===== src/rtl/udp_panel_burst_writer.sv =====
// -----------------------------------------------------------------------------
// udp_panel_burst_writer
//
// Purpose:
//   Turns the byte stream of a UDP payload into pixel writes for up to eight
//   panel channels. The upper byte of the destination port selects this
//   engine; the low NUM_CH bits of the port are the channel mask. Payload
//   byte 0 is an opcode:
//     0x01 addressed : repeating {address, pixel} records
//     0x02 burst     : base address, then pixels at consecutive addresses
//     0x03 commit    : one-cycle ctrl_swap pulse on the masked channels
//   Multi-byte fields are big-endian. Corrupt beats, unknown opcodes and runt
//   records are counted in err_count. Good packets are counted in pkt_count
//   and toggle led_reg.
//
// Ports:
//   clock, reset            system clock, synchronous active-high reset
//   udp_source_*            payload stream from the UDP core (byte in [7:0])
//   ctrl_en/addr/wdat       registered write request, held until ctrl_ready
//   ctrl_ready              write port accepts while ctrl_en != 0
//   ctrl_swap               one-cycle frame-commit pulse per channel
//   pkt_count, err_count    saturating good / bad packet counters
//   led_reg                 toggles on every good packet
// -----------------------------------------------------------------------------
module udp_panel_burst_writer #(
    parameter logic [7:0] PORT_MSB  = 8'h66,
    parameter int         NUM_CH    = 6,
    parameter int         ADDR_W    = 16,
    parameter int         PIX_BYTES = 3
) (
    input  logic                   clock,
    input  logic                   reset,
    input  logic                   udp_source_valid,
    input  logic                   udp_source_last,
    output logic                   udp_source_ready,
    input  logic [15:0]            udp_source_dst_port,
    input  logic [31:0]            udp_source_data,
    input  logic [3:0]             udp_source_error,
    output logic [NUM_CH-1:0]      ctrl_en,
    output logic [ADDR_W-1:0]      ctrl_addr,
    output logic [8*PIX_BYTES-1:0] ctrl_wdat,
    input  logic                   ctrl_ready,
    output logic [NUM_CH-1:0]      ctrl_swap,
    output logic [15:0]            pkt_count,
    output logic [15:0]            err_count,
    output logic                   led_reg
);

    localparam int         ADDR_BYTES = (ADDR_W + 7) / 8;
    localparam int         WDAT_W     = 8 * PIX_BYTES;
    localparam logic [1:0] ADDR_LAST  = 2'(ADDR_BYTES - 1);
    localparam logic [1:0] PIX_LAST   = 2'(PIX_BYTES - 1);

    localparam logic [7:0] OP_ADDRESSED = 8'h01;
    localparam logic [7:0] OP_BURST     = 8'h02;
    localparam logic [7:0] OP_COMMIT    = 8'h03;

    typedef enum logic [1:0] {
        S_IDLE,
        S_ADDR,
        S_PIX,
        S_DRAIN
    } state_t;

    state_t              r_state;
    logic                r_reset_d;
    logic                r_burst;
    logic                r_drain_good;   // draining the tail of a commit packet
    logic [1:0]          r_cnt;          // byte index inside the current field
    logic [NUM_CH-1:0]   r_mask;
    logic [ADDR_W-1:0]   r_addr;
    logic [7:0]          r_addr_sh;      // previous address byte
    logic [15:0]         r_pix_sh;       // previous two pixel bytes
    logic [NUM_CH-1:0]   r_ctrl_en;
    logic [ADDR_W-1:0]   r_ctrl_addr;
    logic [WDAT_W-1:0]   r_ctrl_wdat;
    logic [NUM_CH-1:0]   r_swap;
    logic [15:0]         r_pkt_count;
    logic [15:0]         r_err_count;
    logic                r_led;

    logic                w_pend;
    logic                w_beat;
    logic                w_err;
    logic [7:0]          w_byte;
    logic [15:0]         w_addr_word;
    logic [23:0]         w_pix_word;
    logic                w_unused_bits;

    assign w_pend = |r_ctrl_en;
    // NOTE: ready is combinational so a write completing and the next byte
    // being accepted can share a cycle; a registered ready would halve the
    // single-byte-pixel burst rate.
    assign udp_source_ready = !reset && !r_reset_d && !(w_pend && !ctrl_ready);
    assign w_beat = udp_source_valid && udp_source_ready;
    assign w_err  = |udp_source_error;
    assign w_byte = udp_source_data[7:0];

    // Fields are at most two address / three pixel bytes, so the current byte
    // plus the held history forms the whole field; only the low bits are kept.
    assign w_addr_word = {r_addr_sh, w_byte};
    assign w_pix_word  = {r_pix_sh, w_byte};

    // Only the low payload byte carries data.
    assign w_unused_bits = ^{udp_source_data[31:8], udp_source_dst_port};

    function automatic logic [15:0] sat_inc(input logic [15:0] v);
        return (v == 16'hFFFF) ? v : v + 16'd1;
    endfunction

    // NOTE: all state is updated with non-blocking assignments so every
    // register samples values from before the edge; within this block a later
    // assignment to the same register in the same cycle takes precedence.
    always_ff @(posedge clock) begin
        r_reset_d <= reset;
        if (reset) begin
            r_state      <= S_IDLE;
            r_burst      <= 1'b0;
            r_drain_good <= 1'b0;
            r_cnt        <= '0;
            r_mask       <= '0;
            r_addr       <= '0;
            r_addr_sh    <= '0;
            r_pix_sh     <= '0;
            r_ctrl_en    <= '0;
            r_ctrl_addr  <= '0;
            r_ctrl_wdat  <= '0;
            r_swap       <= '0;
            r_pkt_count  <= '0;
            r_err_count  <= '0;
            r_led        <= 1'b0;
        end else begin
            r_swap <= '0;
            if (w_pend && ctrl_ready) begin
                r_ctrl_en <= '0;
            end
            if (w_beat) begin
                case (r_state)
                    S_IDLE: begin
                        r_cnt        <= '0;
                        r_drain_good <= 1'b0;
                        if (udp_source_dst_port[15:8] != PORT_MSB) begin
                            // Not addressed to this engine: swallow silently.
                            if (!udp_source_last) r_state <= S_DRAIN;
                        end else if (w_err) begin
                            r_err_count <= sat_inc(r_err_count);
                            if (!udp_source_last) r_state <= S_DRAIN;
                        end else begin
                            case (w_byte)
                                OP_ADDRESSED, OP_BURST: begin
                                    r_burst <= (w_byte == OP_BURST);
                                    r_mask  <= udp_source_dst_port[NUM_CH-1:0];
                                    if (udp_source_last) begin
                                        r_pkt_count <= sat_inc(r_pkt_count);
                                        r_led       <= !r_led;
                                    end else begin
                                        r_state <= S_ADDR;
                                    end
                                end
                                OP_COMMIT: begin
                                    r_swap <= udp_source_dst_port[NUM_CH-1:0];
                                    if (udp_source_last) begin
                                        r_pkt_count <= sat_inc(r_pkt_count);
                                        r_led       <= !r_led;
                                    end else begin
                                        r_drain_good <= 1'b1;
                                        r_state      <= S_DRAIN;
                                    end
                                end
                                default: begin
                                    r_err_count <= sat_inc(r_err_count);
                                    if (!udp_source_last) r_state <= S_DRAIN;
                                end
                            endcase
                        end
                    end

                    S_ADDR: begin
                        if (w_err) begin
                            r_err_count <= sat_inc(r_err_count);
                            r_state     <= udp_source_last ? S_IDLE : S_DRAIN;
                        end else begin
                            r_addr_sh <= w_byte;
                            if (r_cnt == ADDR_LAST) begin
                                r_addr <= w_addr_word[ADDR_W-1:0];
                                r_cnt  <= '0;
                                if (!udp_source_last) begin
                                    r_state <= S_PIX;
                                end else begin
                                    // A burst base with no pixels ends on a
                                    // record boundary; an address without
                                    // its pixel is a runt.
                                    r_state <= S_IDLE;
                                    if (r_burst) begin
                                        r_pkt_count <= sat_inc(r_pkt_count);
                                        r_led       <= !r_led;
                                    end else begin
                                        r_err_count <= sat_inc(r_err_count);
                                    end
                                end
                            end else begin
                                r_cnt <= r_cnt + 2'd1;
                                if (udp_source_last) begin
                                    r_state     <= S_IDLE;
                                    r_err_count <= sat_inc(r_err_count);
                                end
                            end
                        end
                    end

                    S_PIX: begin
                        if (w_err) begin
                            r_err_count <= sat_inc(r_err_count);
                            r_state     <= udp_source_last ? S_IDLE : S_DRAIN;
                        end else begin
                            r_pix_sh <= w_pix_word[15:0];
                            if (r_cnt == PIX_LAST) begin
                                r_cnt <= '0;
                                if (r_mask != '0) begin
                                    r_ctrl_en   <= r_mask;
                                    r_ctrl_addr <= r_addr;
                                    r_ctrl_wdat <= w_pix_word[WDAT_W-1:0];
                                end
                                if (r_burst) begin
                                    r_addr <= r_addr + ADDR_W'(1);
                                end
                                if (udp_source_last) begin
                                    r_state     <= S_IDLE;
                                    r_pkt_count <= sat_inc(r_pkt_count);
                                    r_led       <= !r_led;
                                end else begin
                                    r_state <= r_burst ? S_PIX : S_ADDR;
                                end
                            end else begin
                                r_cnt <= r_cnt + 2'd1;
                                if (udp_source_last) begin
                                    r_state     <= S_IDLE;
                                    r_err_count <= sat_inc(r_err_count);
                                end
                            end
                        end
                    end

                    default: begin  // S_DRAIN
                        if (w_err) begin
                            // A corrupt commit tail turns the packet bad once.
                            if (r_drain_good) begin
                                r_err_count  <= sat_inc(r_err_count);
                                r_drain_good <= 1'b0;
                            end
                        end else if (udp_source_last && r_drain_good) begin
                            r_pkt_count <= sat_inc(r_pkt_count);
                            r_led       <= !r_led;
                        end
                        if (udp_source_last) r_state <= S_IDLE;
                    end
                endcase
            end
        end
    end

    assign ctrl_en   = r_ctrl_en;
    assign ctrl_addr = r_ctrl_addr;
    assign ctrl_wdat = r_ctrl_wdat;
    assign ctrl_swap = r_swap;
    assign pkt_count = r_pkt_count;
    assign err_count = r_err_count;
    assign led_reg   = r_led;

endmodule


===== config.mk =====
export PLATFORM = sky130hd
export DESIGN_NAME = udp_panel_burst_writer
export DESIGN_NICKNAME = d
export VERILOG_FILES = /design/src/rtl/udp_panel_burst_writer.sv
export SDC_FILE = /design/constraint.sdc
export NUM_CORES = 1
export LEC_CHECK = 0
export CAP_MARGIN = 0
export CORE_MARGIN = 10
export CORE_UTILIZATION = 57
export CTS_BUF_LIST = sky130_fd_sc_hd__clkbuf_4 sky130_fd_sc_hd__clkbuf_8
export CTS_CLUSTER_SIZE = 24
export DETAILED_ROUTE_END_ITERATION = 8
export HOLD_SLACK_MARGIN = 0.06
export PLACE_DENSITY = 0.89
export SYNTH_ARGS = -nofsm -noshare
export SYNTH_HDL_FRONTEND = slang
export SYNTH_SLANG_ARGS = --single-unit

===== constraint.sdc =====
create_clock -name clock -period 4.1 [get_ports clock]
set_input_delay 0.82 -clock clock [delete_from_list [all_inputs] [get_ports clock]]
set_output_delay 0.82 -clock clock [all_outputs]
set_load 0.03 [all_outputs]

==> out/metrics.yaml, run 1 <==
cp_common_cell: "clkdlybuf4s50_1"
hold_buffers: 0
endpoint_kind: "output port"
first_pass_iters: 6
clockBufferDepth: 2
drv_cap: 0
synth_area_per_cell_um2: 7.68
drt_iter0_drc: 896
reg2reg_setup_slack_ps: 1260
leakagePower_nw: 2.63
post_drt_wl_per_cell_um: 16.6
portBuffers: 116
wirelength_um: 18300
grt_max_degree: 71
setup_viol: 0
critPathKind: "primary input to output port"
finalMaxSlewViolations: 0
core.rowCount: 39
synth_cells: 850
grt_usage: 0.222
worstPathArrival_ps: 2730
cts_resized: 0
fin_crit_ps: 3550
largest_reg_flops: 24
startpoint_type: "primary input"
yosysWarnings: 0
clock.fmax_mhz: 282
cp.depth: 4
peakVddDrop_uv: 246
hp-class: "flip-flop to flip-flop"
seq_area_um2: 2760
clock-skew-final_ps: 15.7
cts_setup_buffers: 0
worstPathMaxFanout: 7
multi_input_area_um2: 3500
grt_pass1_vias: 6085
syn_area_um2: 6530
antenna_cells: 0
critical-path-top-delay-family: "buffers and inverters"
clk_pin_slew_worst_paths_ps: 90
crit_chain: "clkdlybuf4s50_1 > a21oi_1 > nor3_1 > clkdlybuf4s50_1"
cp_slowest_cell: "clkdlybuf4s50_1"
synth_seq_cells: 138
initial_core_util: 0.576
cts_sinks: 138
ys_seq_area_frac: 0.423
die-area_um2: 16100
grt_pass1_wl_um: 30400
outcome: "completed"
utilization: 0.720
clock_latency_ps: 460
vias: 6584
numCtsBuffers: 17
cts_tree: "yes"
async_flop_share: 0
io_pins: 143
p_per_area_nw_per_um2: 314
n_fill_cell: 876
drive_gt1_frac: 0.0649
crit_required_ps: 3280
final_antenna_net_count: 0
yosysUniqueCellTypes: 65
critPathMaxStageDelay_ps: 640
antenna_found_initial: 0
synthFlopType: "dfxtp_1"
cts-htree-levels: 4
gp_congestion: 0.953
worstMarginPinSlew_ps: 731
root_buffer: "clkbuf_8"
fp.dieW_um: 127
reg2reg_depth: 9
setup_tns_ps: 0
finalCritPeriodShare: 0.866
critPathBufInv: 2
via_per_inst: 6.00
finalHoldViolCount: 0
holdPathStages: 2
synth-edff-count: 0
hpwlAfterDp_um: 12400
overflow: 0
syn_nets: 914
max_slew_margin: 0.512
drc_errors: 0
rsz0062_at_grt: "no"
fin_nets: 1006
syn_to_final_growth_pct: 24.9
dieHeight_um: 127
core_area_um2: 11300
==> cells in the mapped netlist, drive strengths merged, types with 6 or more instances <==
cell type / n / area share
nor2b: 11 / 0.011
a211oi: 12 / 0.015
nand2b: 6 / 0.0058
or4: 13 / 0.015
nand3: 54 / 0.041
nor2: 52 / 0.030
mux2i: 16 / 0.025
a22oi: 6 / 0.0069
nand2: 160 / 0.092
inv: 18 / 0.010
a21oi: 113 / 0.087
dfxtp: 138 / 0.42
ha: 7 / 0.013
nand4: 9 / 0.0086
nor3: 20 / 0.017
o22ai: 6 / 0.0058
clkbuf: 53 / 0.030
o31ai: 9 / 0.010
or3: 12 / 0.012
o21ai: 43 / 0.033
and2: 10 / 0.0096
nor4: 8 / 0.0096
==> where the power goes <==
group / leakage (nW) / internal (mW) / total [mW] / switching [mW]
sequential: 1.11 / 1.34 / 1.34 / 0.00160
clock: 0.197 / 0.509 / 1.09 / 0.578
combinational: 1.32 / 0.0509 / 0.132 / 0.0812
==> per-stage QoR <==
step / hold slack (ps) / power [mW] / worst slack [ps] / area [um2] / std cells
after floorplan: 432 / 1.44 / 1360 / 6530 / 850
after global placement: 438 / 1.50 / 573 / 7760 / 1066
after detailed placement: 443 / 1.50 / 569 / 7760 / 1066
after CTS: 454 / 2.57 / 548 / 8150 / 1098
after global routing: 465 / 2.64 / 473 / 8150 / 1098
final: 452 / 2.56 / 549 / 8150 / 1098
==> logic make-up after synthesis <==
family / synth area share
simple gates: 0.276
compound gates: 0.213
flops: 0.423
buf+inv: 0.0429
mux: 0.0263
fa+ha+maj: 0.0134
xor+xnor: 0.00537
==> tightest hold or removal path, stage by stage, from the launching register on <==
cell     delay, ps
dfxtp_1        320
nand2_1         50
a21oi_1         50
==> cell type report <==
cell class,instances,area share
repair buffers,129,0.154
clock buffers,18,0.0304
flip-flops and latches,138,0.339
clock inverters,14,0.0169
well taps,143,0.0220
inverters,18,0.00829
multi-input cells,638,0.429
==> per-layer routing <==
metal,global-route usage,up-vias,part of all wire
met2,0.338,292,0.47
met1,0.290,3072,0.43
li1,-,3199,-
met3,0.0724,21,0.087
met4,0.0730,0,0.014
met5,0,-,0
==> final timing paths <==
check / startpoint / endpoint
min: ctrl_wdat[17]$_SDFFE_PP0P_ / ctrl_wdat[17]$_SDFFE_PP0P_
min reg2reg: ctrl_wdat[17]$_SDFFE_PP0P_ / ctrl_wdat[17]$_SDFFE_PP0P_
max: ctrl_ready / udp_source_ready
max reg2reg: r_state[0]$_SDFFE_PP0P_ / pkt_count[5]$_SDFFE_PP0P_
==> cells in the final DEF, fill, tap and decap left out, types with 9 or more instances in the layout <==
master and n:
nand2_1 160, dfxtp_1 138, clkdlybuf4s50_1 115, a21oi_1 113, nand3_1 54, nor2_1 51
o21ai_0 31, nor3_1 18, clkbuf_8 18, inv_1 16, mux2i_1 16, buf_4 14
or4_1 13, o21ai_1 12, or3_1 12, nor2b_1 11, a211oi_1 11, and2_1 10
nand4_1 9, o31ai_1 9
(Power assumes the default switching activity.)
==> run 2, diff against run 1 <==
clock period = 4.4 ns   (was 4.1 ns; I/O delays follow)
==> run 2 against run 1 <==
  * Clock skew is 6.5 ps lower
  * Wire length fell by 0.91%
  * Combinational power fell by 8%
  * Clock power shrank 6%
  * Sequential share of layout area about the same
  * Worst setup slack gained 200 ps
  * Final area grew 0.12%
  * First-iteration DRC count fell by 23%
  * Power decreased by 6.1%
  * Register-to-register slack gained 200 ps
==> out/metrics.yaml, run 2 (synthesized netlist as in run 1, its figures left out) <==
switching_share: 0.232  # -0.0261
final_antenna_net_count: 0  # unchanged
worstMarginPinSlew_ps: 754  # +23.6 ps
rsz0062_at_grt: "no"
max_slew_margin: 0.497  # -0.0157
utilization: 0.721  # +0.000884
drt_iter0_drc: 689  # -23%
power_switching_mw: 0.558  # -16%
seq_power_share: 0.520  # -0.004
numCtsBuffers: 17  # unchanged
clk_pin_slew_worst_paths_ps: 80  # about the same
p_per_area_nw_per_um2: 295  # -6.2%
multi_input_area_um2: 3500  # unchanged
finalCritPeriodShare: 0.831
fin_crit_ps: 3650
hp-class: "flip-flop to flip-flop"
grt_use_met3: 0.0691  # -0.00331
cts_resized: 0  # unchanged
worstPathMaxFanout: 7  # unchanged
clock-skew-final_ps: 9.25  # -6.50 ps
worstPathArrival_ps: 2770  # +40 ps
dieHeight_um: 127  # unchanged
gr-max-usage-layer: "met2"
crit_path_start: "ctrl_ready"
startpoint_type: "primary input"
r2r_start: "r_state[1]$_SDFFE_PP0P_"
initial_core_util: 0.576  # unchanged
first_pass_iters: 7  # +1
wirelength_um: 18100  # -0.91%
drv_cap: 0  # unchanged
critPathMaxStageDelay_ps: 660  # +20 ps
pwr-share-comb: 0.051  # about the same
power_report.internal_total_mw: 1.85  # -2.8%
overflow: 0  # unchanged
reg2reg_depth: 8  # -1
outcome: "completed"
grt_use_met1: 0.281  # -0.00874
setup_viol: 0  # unchanged
endpoint: "udp_source_ready"
grt_pass1_vias: 6114  # +0.48%
fin_ws_ps: 745  # +197 ps
fin_area_um2: 8160  # +0.12%
layout_commonest_cell: "nand2_1"
cp_common_cell: "clkdlybuf4s50_1"
largest_reg_flops: 24  # unchanged
cts_tree: "yes"
root_buffer: "clkbuf_8"
antenna_found_initial: 0  # unchanged
endpoint_kind: "output port"
hpwlAfterDp_um: 12400  # -0.41%
crit_chain: "clkdlybuf4s50_1 > a21oi_1 > nor3_1 > clkdlybuf4s50_1"
critPathKind: "primary input to output port"
syn_to_final_growth_pct: 25.0
portBuffers: 116  # unchanged
leakagePower_nw: 2.63  # about the same
grt_max_degree: 71  # unchanged
holdWs_ps: 453  # +1.43 ps
setup_tns_ps: 0  # unchanged
peakVddDrop_uv: 351  # +43%
drive_gt1_frac: 0.0639  # -0.000980
clock_latency_ps: 440  # -20 ps
totalPowerFinal_mw: 2.41  # -6.1%
cp_slowest_cell: "clkdlybuf4s50_1"
clockBufferDepth: 2  # unchanged
fin_nets: 1005  # -0.099%
place_area_um2: 7760  # about the same
met2_usage: 0.347  # +0.00881
clock.fmax_mhz: 274
fp.dieW_um: 127  # unchanged
r2r_end: "r_addr[10]$_SDFFE_PP0P_"
finalHoldViolCount: 0  # unchanged
final_cells: 1097  # -0.091%
core_area_um2: 11300  # unchanged
io_pins: 143  # unchanged
gp_congestion: 0.947  # -0.69%
die-area_um2: 16100  # unchanged
cts_setup_buffers: 0  # unchanged
cts-htree-levels: 4  # unchanged
via_per_inst: 6.00  # about the same
crit_required_ps: 3520  # +240 ps
dp_cells: 1065  # -0.094%
post_drt_wl_per_cell_um: 16.5  # -0.82%
antenna_cells: 0  # unchanged
n_fill_cell: 897  # +2.4%
grt_usage: 0.220  # -0.00175
reg2reg_setup_slack_ps: 1460  # +200 ps
core.rowCount: 39  # unchanged
seq_area_um2: 2760  # unchanged
hold_buffers: 0  # unchanged
grt_pass1_wl_um: 30200  # -0.84%
finalMaxSlewViolations: 0  # unchanged
layout_common_cells: "nand2_1 (160), dfxtp_1 (138), clkdlybuf4s50_1 (115)"
drc_errors: 0  # unchanged
clkPwrFrac: 0.429  # +0.004
vias: 6578  # -0.091%
dp_slack_ps: 787  # +217 ps
cts_sinks: 138  # unchanged
==> run 2: worst min-delay path by stage <==
stage	startpoint	cells past startpoint	to	slack, ps
5_1_grt	ctrl_wdat[17]$_SDFFE_PP0P_	2	ctrl_wdat[17]$_SDFFE_PP0P_	470
3_5_place_dp	r_addr_sh[0]$_SDFFE_PP0P_	2	r_addr_sh[0]$_SDFFE_PP0P_	440
6_report	ctrl_wdat[6]$_SDFFE_PP0P_	2	ctrl_wdat[6]$_SDFFE_PP0P_	450
4_1_cts	r_addr_sh[0]$_SDFFE_PP0P_	2	r_addr_sh[0]$_SDFFE_PP0P_	450
3_3_place_gp	ctrl_wdat[12]$_SDFFE_PP0P_	2	ctrl_wdat[12]$_SDFFE_PP0P_	440
2_1_floorplan	r_addr_sh[0]$_SDFFE_PP0P_	2	r_addr_sh[0]$_SDFFE_PP0P_	430
==> run 2: final cells by class <==
type,instances,share of cell area
tap,143,0.0219
multi-input combinational,638,0.429
sequential,138,0.339
inverter,18,0.00828
timing repair buffer,128,0.153
clock inverter,11,0.0147
clock buffer,21,0.0347
==> run 2: power by group through the flow <==
stage / clock network [mW] / registers [mW] / logic [mW]
after floorplan: 0 / 1.28 / 0.0663
after global placement: 0 / 1.28 / 0.118
after detailed placement: 0 / 1.28 / 0.120
after CTS: 1.04 / 1.25 / 0.120
after global routing: 1.10 / 1.25 / 0.134
final: 1.03 / 1.25 / 0.122
==> run 2: critical path, delay by kind of cell <==
kind	cells	cell delay (ps)
buffers and inverters	2	1180
AND/OR/NAND/NOR	1	150
AO/OA/AOI/OAI	1	560
==> run 2: per-layer routing <==
| layer | vias up | part of all wire |
|---|---|---|
| met2 | 257 | 0.47 |
| li1 | 3204 | - |
| met5 | - | 0 |
| met1 | 3094 | 0.43 |
| met3 | 23 | 0.084 |
| met4 | 0 | 0.012 |
==> run 3, diff against run 2 <==
CORE_UTILIZATION = 53   (was 57)
PLACE_DENSITY = 0.83   (was 0.89)
clock period = 3.5 ns   (was 4.4 ns; I/O delays follow)
==> run 3 against run 2 <==
  * First-iteration DRC count up 9.1%
  * Die area up 6.3%
  * Critical endpoint unchanged
  * Power up 35%
  * Count of clock-buffer cells in the layout down 3
  * Largest power group unchanged
==> out/metrics.yaml, run 3 (synthesized netlist as in run 1, its figures left out) <==
largest_reg_flops: 24  # unchanged
dieHeight_um: 131  # +3.1%
hpwlAfterDp_um: 13000  # +5.0%
n_fill_cell: 996  # +11%
p_per_area_nw_per_um2: 389  # +32%
drc_errors: 0  # unchanged
clock_latency_ps: 450  # about the same
critical-path-top-delay-family: "buffers and inverters"
core.rowCount: 40  # +2.6%
finalHoldViolCount: 0  # unchanged
max_slew_margin: 0.316  # -0.181
die-area_um2: 17200  # +6.3%
outcome: "completed"
fp.dieW_um: 131  # +3.1%
drt_iter0_drc: 752  # +9.1%
antenna_found_initial: 1  # +1
final_cells: 1114  # +1.5%
dp_cells: 1082  # +1.6%
fin_nets: 1018  # +1.3%
hp-class: "flip-flop to flip-flop"
setup_tns_ps: 0  # unchanged
post_drt_wl_per_cell_um: 17.1  # +3.6%
root_buffer: "clkbuf_8"
drive_gt1_frac: 0.0756  # +0.0116
leakagePower_nw: 2.73  # +3.7%
via_per_inst: 6.02  # +0.45%
startpoint_type: "primary input"
clock-skew-final_ps: 9.33  # +0.0811 ps
fin_crit_ps: 3180
critPathKind: "primary input to output port"
clock.fmax_mhz: 314
finalCritPeriodShare: 0.910
critPathMaxStageDelay_ps: 650  # about the same
endpoint_kind: "output port"
numCtsBuffers: 17  # unchanged
overflow: 0  # unchanged
cts-htree-levels: 4  # unchanged
grt_max_degree: 100  # +41%
drv_cap: 0  # unchanged
wirelength_um: 19000  # +5.2%
crit_required_ps: 2800  # -720 ps
crit_chain: "clkdlybuf4s50_1 > a21oi_1 > nor3_1 > clkdlybuf4s50_1"
portBuffers: 116  # unchanged
rsz0062_at_grt: "no"
cts_resized: 0  # unchanged
grt_pass1_wl_um: 30900  # +2.3%
first_pass_iters: 6  # -1
hold_buffers: 0  # unchanged
syn_to_final_growth_pct: 27.9
cp_common_cell: "clkdlybuf4s50_1"
worstPathMaxFanout: 5  # -2
cts_setup_buffers: 0  # unchanged
grt_pass1_vias: 6062  # -0.85%
worstMarginPinSlew_ps: 1030  # +272 ps
utilization: 0.695  # -0.0257
totalPowerFinal_mw: 3.25  # +35%
cp_slowest_cell: "clkdlybuf4s50_1"
core_area_um2: 12000  # +6.1%
cts_sinks: 138  # unchanged
finalMaxSlewViolations: 0  # unchanged
layout_common_cells: "nand2_1 (160), dfxtp_1 (138), clkdlybuf4s50_1 (115)"
critPathBufInv: 2  # unchanged
worstPathArrival_ps: 2480  # -290 ps
vias: 6710  # +2.0%
layout_commonest_cell: "nand2_1"
peakVddDrop_uv: 341  # -2.8%
io_pins: 143  # unchanged
setup_viol: 0  # unchanged
clk_pin_slew_worst_paths_ps: 80  # about the same
final_antenna_net_count: 0  # unchanged
initial_core_util: 0.543  # -0.0331
gp_congestion: 0.931  # -1.7%
cts_tree: "yes"
grt_usage: 0.222  # +0.00236
clockBufferDepth: 2  # unchanged
==> run 3: cell type report <==
class / instances / area (um2) / share of cell area
Clock buffer: 18 / 248 / 0.0297
Clock inverter: 13 / 214 / 0.0256
Antenna cell: 1 / 2.50 / 0.000300
Sequential cell: 138 / 2760 / 0.331
Multi-Input combinational cell: 638 / 3500 / 0.419
Timing Repair Buffer: 141 / 1370 / 0.164
Tap cell: 147 / 184 / 0.0220
Inverter: 18 / 67.6 / 0.00809
==> run 3: worst paths after layout <==
check | to | from | cells after the start | slack, ps
setup / recovery | udp_source_ready | ctrl_ready | 4 | 320
hold reg to reg | ctrl_wdat[22]$_SDFFE_PP0P_ | ctrl_wdat[22]$_SDFFE_PP0P_ | 2 | 450
setup reg to reg | err_count[3]$_SDFFE_PP0P_ | r_state[0]$_SDFFE_PP0P_ | 7 | 860
hold / removal | ctrl_wdat[22]$_SDFFE_PP0P_ | ctrl_wdat[22]$_SDFFE_PP0P_ | 2 | 450
==> run 3: through the flow <==
step | setup slack (ps) | instance area, um2 | hold slack [ps]
2_1_floorplan | 881 | 6530 | 432
3_5_place_dp | 262 | 7880 | 443
6_report | 316 | 8350 | 453
5_1_grt | 157 | 8350 | 471
3_3_place_gp | 310 | 7880 | 437
4_1_cts | 280 | 8350 | 454
==> run 3: power breakdown <==
part           internal (mW)  switching, mW  total (mW)
Sequential              1.57        0.00180        1.57
Clock                  0.870          0.641        1.51
Combinational         0.0647         0.0985       0.163
==> run 3: layer usage <==
layer,track usage,wire length [um],up-vias
li1,-,-,3238
met1,0.284,8020,3165
met2,0.351,8920,275
met3,0.0657,1760,32
met4,0.0752,339,0
met5,0,0,-
==> run 3: worst register-to-register path, stage by stage, from the launching register on <==
cell,delay [ps]
dfxtp_1,440
inv_1,90
ha_1,330
nor2_1,410
nor2_1,220
nor2b_1,570
o21ai_0,200
a32o_1,290
